==> config.mk <==
export PLATFORM = sky130hd
export DESIGN_NAME = uart_core
export DESIGN_NICKNAME = d
export VERILOG_FILES = /design/src/rtl/uart_core_pkg.sv /design/src/rtl/uart_baud_gen.sv /design/src/rtl/uart_core.sv
export SDC_FILE = /design/constraint.sdc
export NUM_CORES = 1
export LEC_CHECK = 0
export CAP_MARGIN = 5
export CELL_PAD_IN_SITES_DETAIL_PLACEMENT = 1
export CELL_PAD_IN_SITES_GLOBAL_PLACEMENT = 2
export CORE_MARGIN = 3
export CORE_UTILIZATION = 42
export DETAILED_ROUTE_END_ITERATION = 7
export GPL_TIMING_DRIVEN = 1
export PLACE_DENSITY_LB_ADDON = 0.15
export SYNTH_ARGS = -nofsm -noshare
export SYNTH_HDL_FRONTEND = slang
export SYNTH_SLANG_ARGS = --single-unit
export TNS_END_PERCENT = 100
==> constraint.sdc <==
create_clock -name clk -period 6.73 [get_ports clk]
set_clock_uncertainty 0.15 [all_clocks]
set_input_delay 1.6825 -clock clk [delete_from_list [all_inputs] [get_ports clk]]
set_output_delay 1.6825 -clock clk [all_outputs]
set_load 0.01 [all_outputs]
==> src/rtl/uart_core_pkg.sv <==
// Shared definitions for uart_core: FSM state encoding and oversampling constants.
// Used by both the TX and RX state machines.
package uart_core_pkg;

  localparam int OVERSAMPLE = 16;
  localparam int MID_SAMPLE = 7;
  localparam int NB_TICK    = $clog2(OVERSAMPLE);

  localparam logic [NB_TICK-1:0] TICK_LAST = NB_TICK'(OVERSAMPLE - 1);
  localparam logic [NB_TICK-1:0] TICK_MID  = NB_TICK'(MID_SAMPLE);

  typedef enum logic [2:0] {
    ST_IDLE   = 3'd0,
    ST_START  = 3'd1,
    ST_DATA   = 3'd2,
    ST_PARITY = 3'd3,
    ST_STOP   = 3'd4
  } uart_state_t;

endpackage

==> src/rtl/uart_baud_gen.sv <==
// Free-running 16x oversample tick generator shared by the TX and RX paths.
// The counter runs 0..BAUD_DIV-1 and o_tick is high for the cycle it wraps.
module uart_baud_gen #(
  parameter int BAUD_DIV    = 54,
  parameter int NB_BAUD_CNT = 8
) (
  input  logic clk,
  input  logic i_rst,
  output logic o_tick
);

  localparam logic [NB_BAUD_CNT-1:0] CNT_LAST = NB_BAUD_CNT'(BAUD_DIV - 1);

  logic [NB_BAUD_CNT-1:0] cnt;

  always_ff @(posedge clk or posedge i_rst) begin
    if (i_rst) begin
      cnt <= '0;
    end else if (cnt == CNT_LAST) begin
      cnt <= '0;
    end else begin
      cnt <= cnt + NB_BAUD_CNT'(1);
    end
  end

  assign o_tick = (cnt == CNT_LAST);

endmodule

==> src/rtl/uart_core.sv <==
// UART transmitter/receiver with a shared baud tick, 8N1 framing by default.
// Define UART_PARITY_EN to add an even-parity bit in both directions.
module uart_core
  import uart_core_pkg::*;
#(
  parameter int NB_UART_DATA = 8,
  parameter int BAUD_DIV     = 54,
  parameter int NB_BAUD_CNT  = 8
) (
  input  logic                    clk,
  input  logic                    i_rst,
  input  logic                    i_wr,
  input  logic [NB_UART_DATA-1:0] i_wdata,
  input  logic                    i_tx_start,
  input  logic                    i_rd,
  input  logic                    i_rx,
  output logic                    o_tx,
  output logic                    o_tx_done,
  output logic                    o_tx_busy,
  output logic [NB_UART_DATA-1:0] o_rx_data,
  output logic                    o_rx_done,
  output logic                    o_rx_overrun
);

  localparam int NB_IDX = (NB_UART_DATA > 1) ? $clog2(NB_UART_DATA) : 1;
  localparam logic [NB_IDX-1:0] IDX_LAST = NB_IDX'(NB_UART_DATA - 1);

  // Handshakes are single-cycle strobes sampled on clk: i_wr loads the holding
  // register, i_tx_start is accepted only while o_tx_busy=0 (the frame takes
  // the same-cycle i_wdata if i_wr is also high), and i_rd acknowledges the
  // level o_rx_done, which a byte completing in that same cycle overrides.

  logic tick;

  uart_baud_gen #(
    .BAUD_DIV    (BAUD_DIV),
    .NB_BAUD_CNT (NB_BAUD_CNT)
  ) u_baud_gen (
    .clk    (clk),
    .i_rst  (i_rst),
    .o_tick (tick)
  );

  uart_state_t               tx_state;
  logic [NB_TICK-1:0]        tx_tick_cnt;
  logic [NB_IDX-1:0]         tx_bit_idx;
  logic [NB_UART_DATA-1:0]   tx_hold;
  logic [NB_UART_DATA-1:0]   tx_shreg;
  logic [NB_UART_DATA-1:0]   tx_load;
`ifdef UART_PARITY_EN
  logic                      tx_par;
`endif

  assign tx_load = i_wr ? i_wdata : tx_hold;

  always_ff @(posedge clk or posedge i_rst) begin
    if (i_rst) begin
      tx_state    <= ST_IDLE;
      tx_tick_cnt <= '0;
      tx_bit_idx  <= '0;
      tx_hold     <= '0;
      tx_shreg    <= '0;
`ifdef UART_PARITY_EN
      tx_par      <= 1'b0;
`endif
      o_tx        <= 1'b1;
      o_tx_done   <= 1'b0;
      o_tx_busy   <= 1'b0;
    end else begin
      o_tx_done <= 1'b0;
      if (i_wr) tx_hold <= i_wdata;
      case (tx_state)
        ST_IDLE: begin
          if (i_tx_start) begin
            tx_state    <= ST_START;
            tx_shreg    <= tx_load;
`ifdef UART_PARITY_EN
            tx_par      <= ^tx_load;
`endif
            tx_tick_cnt <= '0;
            tx_bit_idx  <= '0;
            o_tx        <= 1'b0;
            o_tx_busy   <= 1'b1;
          end
        end
        default: begin
          if (tick) begin
            if (tx_tick_cnt != TICK_LAST) begin
              tx_tick_cnt <= tx_tick_cnt + NB_TICK'(1);
            end else begin
              tx_tick_cnt <= '0;
              case (tx_state)
                ST_START: begin
                  tx_state <= ST_DATA;
                  o_tx     <= tx_shreg[0];
                  tx_shreg <= tx_shreg >> 1;
                end
                ST_DATA: begin
                  if (tx_bit_idx != IDX_LAST) begin
                    tx_bit_idx <= tx_bit_idx + NB_IDX'(1);
                    o_tx       <= tx_shreg[0];
                    tx_shreg   <= tx_shreg >> 1;
                  end else begin
`ifdef UART_PARITY_EN
                    tx_state <= ST_PARITY;
                    o_tx     <= tx_par;
`else
                    tx_state <= ST_STOP;
                    o_tx     <= 1'b1;
`endif
                  end
                end
                ST_PARITY: begin
                  tx_state <= ST_STOP;
                  o_tx     <= 1'b1;
                end
                default: begin
                  tx_state  <= ST_IDLE;
                  o_tx      <= 1'b1;
                  o_tx_done <= 1'b1;
                  o_tx_busy <= 1'b0;
                end
              endcase
            end
          end
        end
      endcase
    end
  end

  logic rx_meta, rx_sync, rx_sync_d, rx_fall;

  always_ff @(posedge clk or posedge i_rst) begin
    if (i_rst) begin
      rx_meta   <= 1'b1;
      rx_sync   <= 1'b1;
      rx_sync_d <= 1'b1;
    end else begin
      rx_meta   <= i_rx;
      rx_sync   <= rx_meta;
      rx_sync_d <= rx_sync;
    end
  end

  assign rx_fall = rx_sync_d & ~rx_sync;

  uart_state_t               rx_state;
  logic [NB_TICK-1:0]        rx_tick_cnt;
  logic [NB_IDX-1:0]         rx_bit_idx;
  logic [NB_UART_DATA-1:0]   rx_shreg;
`ifdef UART_PARITY_EN
  logic                      rx_par_ok;
`endif

  always_ff @(posedge clk or posedge i_rst) begin
    if (i_rst) begin
      rx_state     <= ST_IDLE;
      rx_tick_cnt  <= '0;
      rx_bit_idx   <= '0;
      rx_shreg     <= '0;
`ifdef UART_PARITY_EN
      rx_par_ok    <= 1'b0;
`endif
      o_rx_data    <= '0;
      o_rx_done    <= 1'b0;
      o_rx_overrun <= 1'b0;
    end else begin
      if (i_rd) o_rx_done <= 1'b0;
      case (rx_state)
        ST_IDLE: begin
          if (rx_fall) begin
            rx_state    <= ST_START;
            rx_tick_cnt <= '0;
          end
        end
        ST_START: begin
          // Mid-start sample; a high line here means the edge was noise.
          if (tick) begin
            if (rx_tick_cnt == TICK_MID) begin
              rx_tick_cnt <= '0;
              rx_bit_idx  <= '0;
              rx_state    <= rx_sync ? ST_IDLE : ST_DATA;
            end else begin
              rx_tick_cnt <= rx_tick_cnt + NB_TICK'(1);
            end
          end
        end
        default: begin
          if (tick) begin
            if (rx_tick_cnt != TICK_LAST) begin
              rx_tick_cnt <= rx_tick_cnt + NB_TICK'(1);
            end else begin
              rx_tick_cnt <= '0;
              case (rx_state)
                ST_DATA: begin
                  rx_shreg <= {rx_sync, rx_shreg[NB_UART_DATA-1:1]};
                  if (rx_bit_idx != IDX_LAST) begin
                    rx_bit_idx <= rx_bit_idx + NB_IDX'(1);
                  end else begin
`ifdef UART_PARITY_EN
                    rx_state <= ST_PARITY;
`else
                    rx_state <= ST_STOP;
`endif
                  end
                end
                ST_PARITY: begin
`ifdef UART_PARITY_EN
                  rx_par_ok <= (rx_sync == ^rx_shreg);
`endif
                  rx_state  <= ST_STOP;
                end
                default: begin
                  rx_state <= ST_IDLE;
`ifdef UART_PARITY_EN
                  if (rx_sync && rx_par_ok) begin
`else
                  if (rx_sync) begin
`endif
                    o_rx_data <= rx_shreg;
                    o_rx_done <= 1'b1;
                    if (o_rx_done && !i_rd) o_rx_overrun <= 1'b1;
                  end
                end
              endcase
            end
          end
        end
      endcase
    end
  end

endmodule

==> results of run 1 <==
[placed cells by master, fill, tap and decap left out, types with 4 or more instances in the layout]
master           Yosys  routed
nand3_1             15      15
mux2i_1             11      11
dfrtp_1             64      64
mux2_2              27      27
dfstp_2              4       4
nand2_1             12      12
clkbuf_8             0       9
nor3_1               4       4
o21ai_0             12      12
bufinv_16            0       5
clkdlybuf4s50_1      0      26
a22o_1               4       4
nor2_1              16      16
ha_1                 8       8
inv_1               14      13
[cells by family after synthesis]
kind of cell / Yosys count / synth area share, %
muxes: 41 / 14.9
xor gates and xnor gates: 6 / 1.71
buffers and inverters: 22 / 3.05
adders and majority gates: 8 / 3.25
and+or+nand+nor: 72 / 13.5
DFF: 68 / 55.4
AOI/OAI and AO/OA: 36 / 8.13
[sequential cells by signal, indices dropped and copies added, names as in the netlist, 3 cells and up]
signal	flops
rx_tick_cnt	4
tx_tick_cnt	4
rx_shreg	8
rx_state	3
u_baud_gen.cnt	8
tx_state	3
o_rx_data	8
tx_shreg	8
rx_bit_idx	3
tx_bit_idx	3
tx_hold	8
[where the power goes]
group	leakage (nW)	switching (mW)	internal, mW	total, mW
Clock	0.139	0.157	0.320	0.477
Combinational	0.761	0.0211	0.0203	0.0414
Sequential	0.832	0.00945	0.420	0.429
Total	1.73	0.188	0.761	0.948
[stage by stage]
step	setup WS, ns	hold slack, ns	cells
global placement	3.23	0.196	369
CTS	3.48	0.217	385
floorplan	3.19	0.195	253
finish	3.51	0.209	385
detailed placement	3.18	0.199	369
global route	3.44	0.212	385
[per-layer routing]
metal,GRT usage (%),part of all wire [%],vias to the layer above
met5,0,0,-
met4,6.78,1.0,0
met3,4.18,2.7,4
met2,23.3,49,23
met1,20.4,48,1012
li1,-,-,959
[worst min path at each step]
stage | start | to | slack (ns) | cells after the start
6_report | rx_meta | rx_sync | 0.21 | 0
5_1_grt | rx_meta | rx_sync | 0.21 | 0
4_1_cts | rx_meta | rx_sync | 0.22 | 0
3_5_place_dp | rx_meta | rx_sync | 0.20 | 0
3_3_place_gp | rx_meta | rx_sync | 0.20 | 0
2_1_floorplan | rx_meta | rx_sync | 0.20 | 0
[final cells by class]
| class | count | area (um^2) |
|---|---|---|
| clock buffers | 9 | 124 |
| clock inverters | 7 | 163 |
| fillers | 727 | 3220 |
| inverters | 14 | 52.6 |
| multi-input cells | 163 | 1280 |
| flip-flops and latches | 68 | 1710 |
| well taps | 96 | 120 |
| repair buffers | 28 | 275 |
==> impl_metrics.py, run 1 <==
metrics = {
    "clock_tree": {
        "cts_num_sinks": 68,
        "cts_tree": "done",
        "clockRootBuffer": "clkbuf_8",
        "htree_levels": 3,
        "clk_pin_slew_ns": 0.08,
        "post_cts_buffers": 0,
        "cts_resized": 0,
        "insertion_delay_ns": 0.34,
        "cts_hold_buf": 0,
        "cts_buffers": 9,
        "clock_path_buffers": 2,
    },
    "sta": {
        "finalSetupViolations": 0,
        "tightest_slew_ns": 0.861,
        "final.setup.tns_ns": 0,
        "fin_crit_ns": 3.22,
        "finalCritPeriodShare_pct": 47.9,
        "hold_viol_final": 0,
        "slew_viol_final": 0,
        "rsz0062_at_grt": "no",
        "fmax_ghz": 0.310,
        "slew_headroom_pct": 42.6,
    },
    "critical_path": {
        "reg2reg_slack_ns": 4.32,
        "arrival_ns": 1.39,
        "cp_slowest_cell": "dfstp_2",
        "rr_worst_depth": 6,
        "crit_end": "o_tx",
        "path_delay_family": "flip-flops",
        "crit_start": "o_tx",
        "startpoint_type": "flip-flop",
        "worstPathMaxFanout": 2,
        "cp-end-kind": "output port",
        "critPathMaxStageDelay_ns": 0.53,
        "r2r-end": "rx_bit_idx[2]",
        "cp_cell_sequence": "clkdlybuf4s50_1",
        "crit_type": "flip-flop to output port",
        "critPathBufInv": 1,
        "crit_required_ns": 4.90,
        "crit-reg2reg-launch": "rx_bit_idx[0]",
        "path_depth": 1,
    },
    "synthesis": {
        "async_flop_share_pct": 100,
        "yosysSeqAreaShare_pct": 55.4,
        "synth_nets": 275,
        "syn_inst": 253,
        "synth_area_leaders": "dfrtp_1 52%, mux2_2 9.9%, mux2i_1 3.6%",
        "synth_top_flop_cell": "dfrtp_1",
        "synth_top_cell_by_area": "dfrtp_1",
        "synth-seq-cells": 68,
        "synth_most_common_cell": "dfrtp_1",
        "synth_top_area_share_pct": 52.0,
        "netlist_top_cells_count": "64 x dfrtp_1, 27 x mux2_2, 16 x nor2_1",
        "synth_edf_count": 0,
        "yosysWarnings": 0,
        "synth_area_mm2": 0.00308,
        "synth_cell_types": 51,
        "avgSynthCellArea_um2": 12.2,
    },
    "route": {
        "viasPerCell": 5.19,
        "wire_per_inst_um": 15.3,
        "vias": 1998,
        "wl_um": 5890,
        "drt-pass1-iter-count": 4,
        "drc": 0,
        "first_iter_violations": 75,
        "detail-route-antenna-nets": 0,
    },
    "place": {
        "place_hpwl_um": 3910,
        "place_area_mm2": 0.00343,
        "numPortBuffers": 26,
        "gp_congestion": 0.745,
    },
    "flow_run": {
        "maxCapViolCount": 0,
    },
    "floorplanning": {
        "die_height_um": 91.6,
        "rows": 30,
        "ios": 27,
        "coreArea_mm2": 0.00694,
        "initial_core_util_pct": 44.3,
        "fp.dieArea_mm2": 0.00840,
        "die_x_um": 91.6,
    },
    "status": {
        "outcome": "complete, no violations",
    },
    "final_layout": {
        "area.growth.synth_to_final_pct": 20.8,
        "final_cell_area_mm2": 0.00372,
        "fin_nets": 306,
        "post-route-util_pct": 53.6,
        "antenna_cells": 0,
        "drive_gt1_share_pct": 23.5,
    },
    "power_and_ir_drop": {
        "vdd_drop_max_v": 0.000124,
        "power.leakage_nw": 1.73,
        "power.density_mw_per_mm2": 255,
        "fin_total_pwr_mw": 0.948,
    },
    "global_routing": {
        "grt_pass1_vias": 2050,
        "antenna_found_initial": 0,
        "grt_pass1_wl_um": 10100,
        "grt_max_degree": 69,
        "grt_overflow": 0,
        "grtUsageTotal_pct": 15.3,
    },
    "worst_hold_path": {
        "hold_path.class": "flip-flop to flip-flop",
    },
}
No activity file was read; power rests on OpenSTA's default activity.
==> run 2: changes to the inputs <==
Settings changed: CORE_UTILIZATION 42 to 39.
Clock period 6.73 ns to 3.04 ns, I/O delays scaled along.
==> run 2 against run 1 <==
  * Final area down 1.4%
  * Critical path type is now flip-flop to flip-flop
  * Largest cell class unchanged
  * Critical endpoint is now rx_bit_idx[0]
  * Setup slack lost 2.8 ns
  * Flip-flop and latch count stayed put
  * Non-clock buffer count is the same
  * Highest routed layer unchanged
  * Routed wire length decreased by 0.48%
  * Cell count rose by 0.78%
==> impl_metrics.py, run 2 (synthesis gave the netlist of run 1 again) <==
metrics = {
    "critical_path": {
        "startpoint_type": "flip-flop",
        "cp_slowest_cell": "or4_4",
        "r2r-end": "rx_bit_idx[0]",
        "worstPathMaxFanout": 3,
        "rr_worst_depth": 6,
        "crit_type": "flip-flop to flip-flop",
        "crit-reg2reg-launch": "rx_bit_idx[0]",
        "arrival_ns": 2.45,
        "path_common_cell": "ha_1",
        "critPathMaxStageDelay_ns": 0.55,
        "path_depth": 6,
        "cp_cell_sequence": "ha_1, ha_1, o21ai_0, or2b_1, or4_4, mux2_4",
        "path_delay_family": "simple AND/OR/NAND/NOR gates",
        "crit_required_ns": 3.11,
        "critPathBufInv": 0,
        "crit_start": "rx_bit_idx[0]",
        "cp-end-kind": "flip-flop",
        "reg2reg_slack_ns": 0.66,
    },
    "worst_hold_path": {
        "min_path_cells": 0,
        "min_from": "rx_meta",
        "hold_path.class": "flip-flop to flip-flop",
        "hold_end": "rx_sync",
    },
    "sta": {
        "hold_viol_final": 0,
        "fin_crit_ns": 2.38,
        "rsz0062_at_grt": "no",
        "final.setup.tns_ns": 0,
        "slew_viol_final": 0,
        "slew_headroom_pct": 64.7,
        "finalCritPeriodShare_pct": 78.3,
        "fmax_ghz": 0.420,
        "finalSetupViolations": 0,
        "tightest_slew_ns": 0.529,
    },
    "route": {
        "wire_per_inst_um": 15.1,
        "detail-route-antenna-nets": 0,
        "wl_um": 5860,
        "drt-pass1-iter-count": 4,
        "wl_met1_um": 2750,
        "met2_length_um": 2870,
        "vias": 1982,
        "first_iter_violations": 57,
        "drc": 0,
        "dr_wl_met3_um": 168,
        "viasPerCell": 5.11,
        "highest_layer": "met4",
    },
    "clock_tree": {
        "cts_buffers": 9,
        "htree_levels": 3,
        "post_cts_buffers": 0,
        "insertion_delay_ns": 0.33,
        "clock_path_buffers": 2,
        "cts_num_sinks": 68,
        "clk_pin_slew_ns": 0.07,
        "cts_hold_buf": 0,
        "clockRootBuffer": "clkbuf_8",
        "cts_resized": 0,
        "cts_tree": "done",
    },
    "power_and_ir_drop": {
        "power_frac_comb_pct": 5.0,
        "seqPwrFrac_pct": 51.2,
        "power.internal_mw": 1.46,
        "p_sw_mw": 0.398,
        "vdd_drop_max_v": 0.000225,
        "power.leakage_nw": 1.70,
        "p_clk_share_pct": 43.8,
        "power_switching_share_pct": 21.4,
        "fin_total_pwr_mw": 1.86,
        "power.density_mw_per_mm2": 507,
    },
    "final_layout": {
        "drive_gt1_share_pct": 22.8,
        "final_cell_area_mm2": 0.00367,
        "final_common_cell": "dfrtp_1",
        "antenna_cells": 0,
        "most-common-layout-cells": "64 x dfrtp_1, 27 x mux2_2, 26 x clkdlybuf4s50_1",
        "area.growth.synth_to_final_pct": 19.1,
        "fin_cells": 388,
        "fin_nets": 306,
    },
    "global_routing": {
        "grt_pass1_vias": 2194,
        "antenna_found_initial": 0,
        "grt_pass1_wl_um": 10400,
        "grtUsageTotal_pct": 14.8,
        "grt_max_degree": 69,
        "grt_overflow": 0,
    },
    "floorplanning": {
        "ios": 27,
        "fp.dieArea_mm2": 0.00900,
        "die_x_um": 94.9,
        "rows": 31,
        "initial_core_util_pct": 41.3,
        "die_height_um": 94.9,
        "coreArea_mm2": 0.00745,
    },
    "status": {
        "outcome": "complete, no violations",
    },
    "place": {
        "numPortBuffers": 26,
        "place_area_mm2": 0.00345,
        "dp.cells": 372,
        "gp_congestion": 0.697,
        "place_hpwl_um": 4020,
    },
    "flow_run": {
        "maxCapViolCount": 0,
    },
}
## run 2: cell count changes in the layout (fill, tap and decap cells not counted), sizes merged
cell	previous run	this run
clkbuf	9	12
bufinv	5	2
## run 2: power by group through the flow
stage	clock network (mW)	registers, mW	logic, mW
after floorplan	0	0.961	0.0619
after global placement	0	0.969	0.0951
after detailed placement	0	0.968	0.0955
after CTS	0.842	0.952	0.0963
after global routing	0.874	0.955	0.106
final	0.814	0.952	0.0929
## run 2: metal layers
layer / global-route usage (%) / vias to the layer above
met2: 23.7 / 23
met3: 3.35 / 6
li1: - / 960
met5: 0 / -
met4: 6.49 / 0
met1: 19.3 / 993
## run 2: worst max path at each step
stage	slack, ns	to
floorplan	0.43	o_rx_data[0]
global placement	0.45	tx_shreg[6]
detailed placement	0.38	tx_bit_idx[0]
CTS	0.65	rx_bit_idx[0]
global route	0.58	rx_bit_idx[1]
finish	0.66	rx_bit_idx[0]
## run 2: worst register-to-register path, stage by stage, from the launching register on
cell,delay [ns]
dfrtp_1,0.40
ha_1,0.21
ha_1,0.20
o21ai_0,0.20
or2b_1,0.25
or4_4,0.55
mux2_4,0.31
## run 2: through the flow
step	hold WS (ns)	utilization (%)	setup slack, ns
final	0.209	49.2	0.659
after global routing	0.215	49.2	0.577
after CTS	0.212	49.2	0.650
after detailed placement	0.201	46.3	0.377
after global placement	0.197	46.3	0.453
after floorplan	0.195	-	0.425
## run 2: cell type report
cell class	instances	area (um^2)
clock buffers	12	145
clock inverters	4	72.6
flip-flops and latches	68	1710
repair buffers	28	288
fillers	798	3780
multi-input cells	163	1280
well taps	99	124
inverters	14	52.6
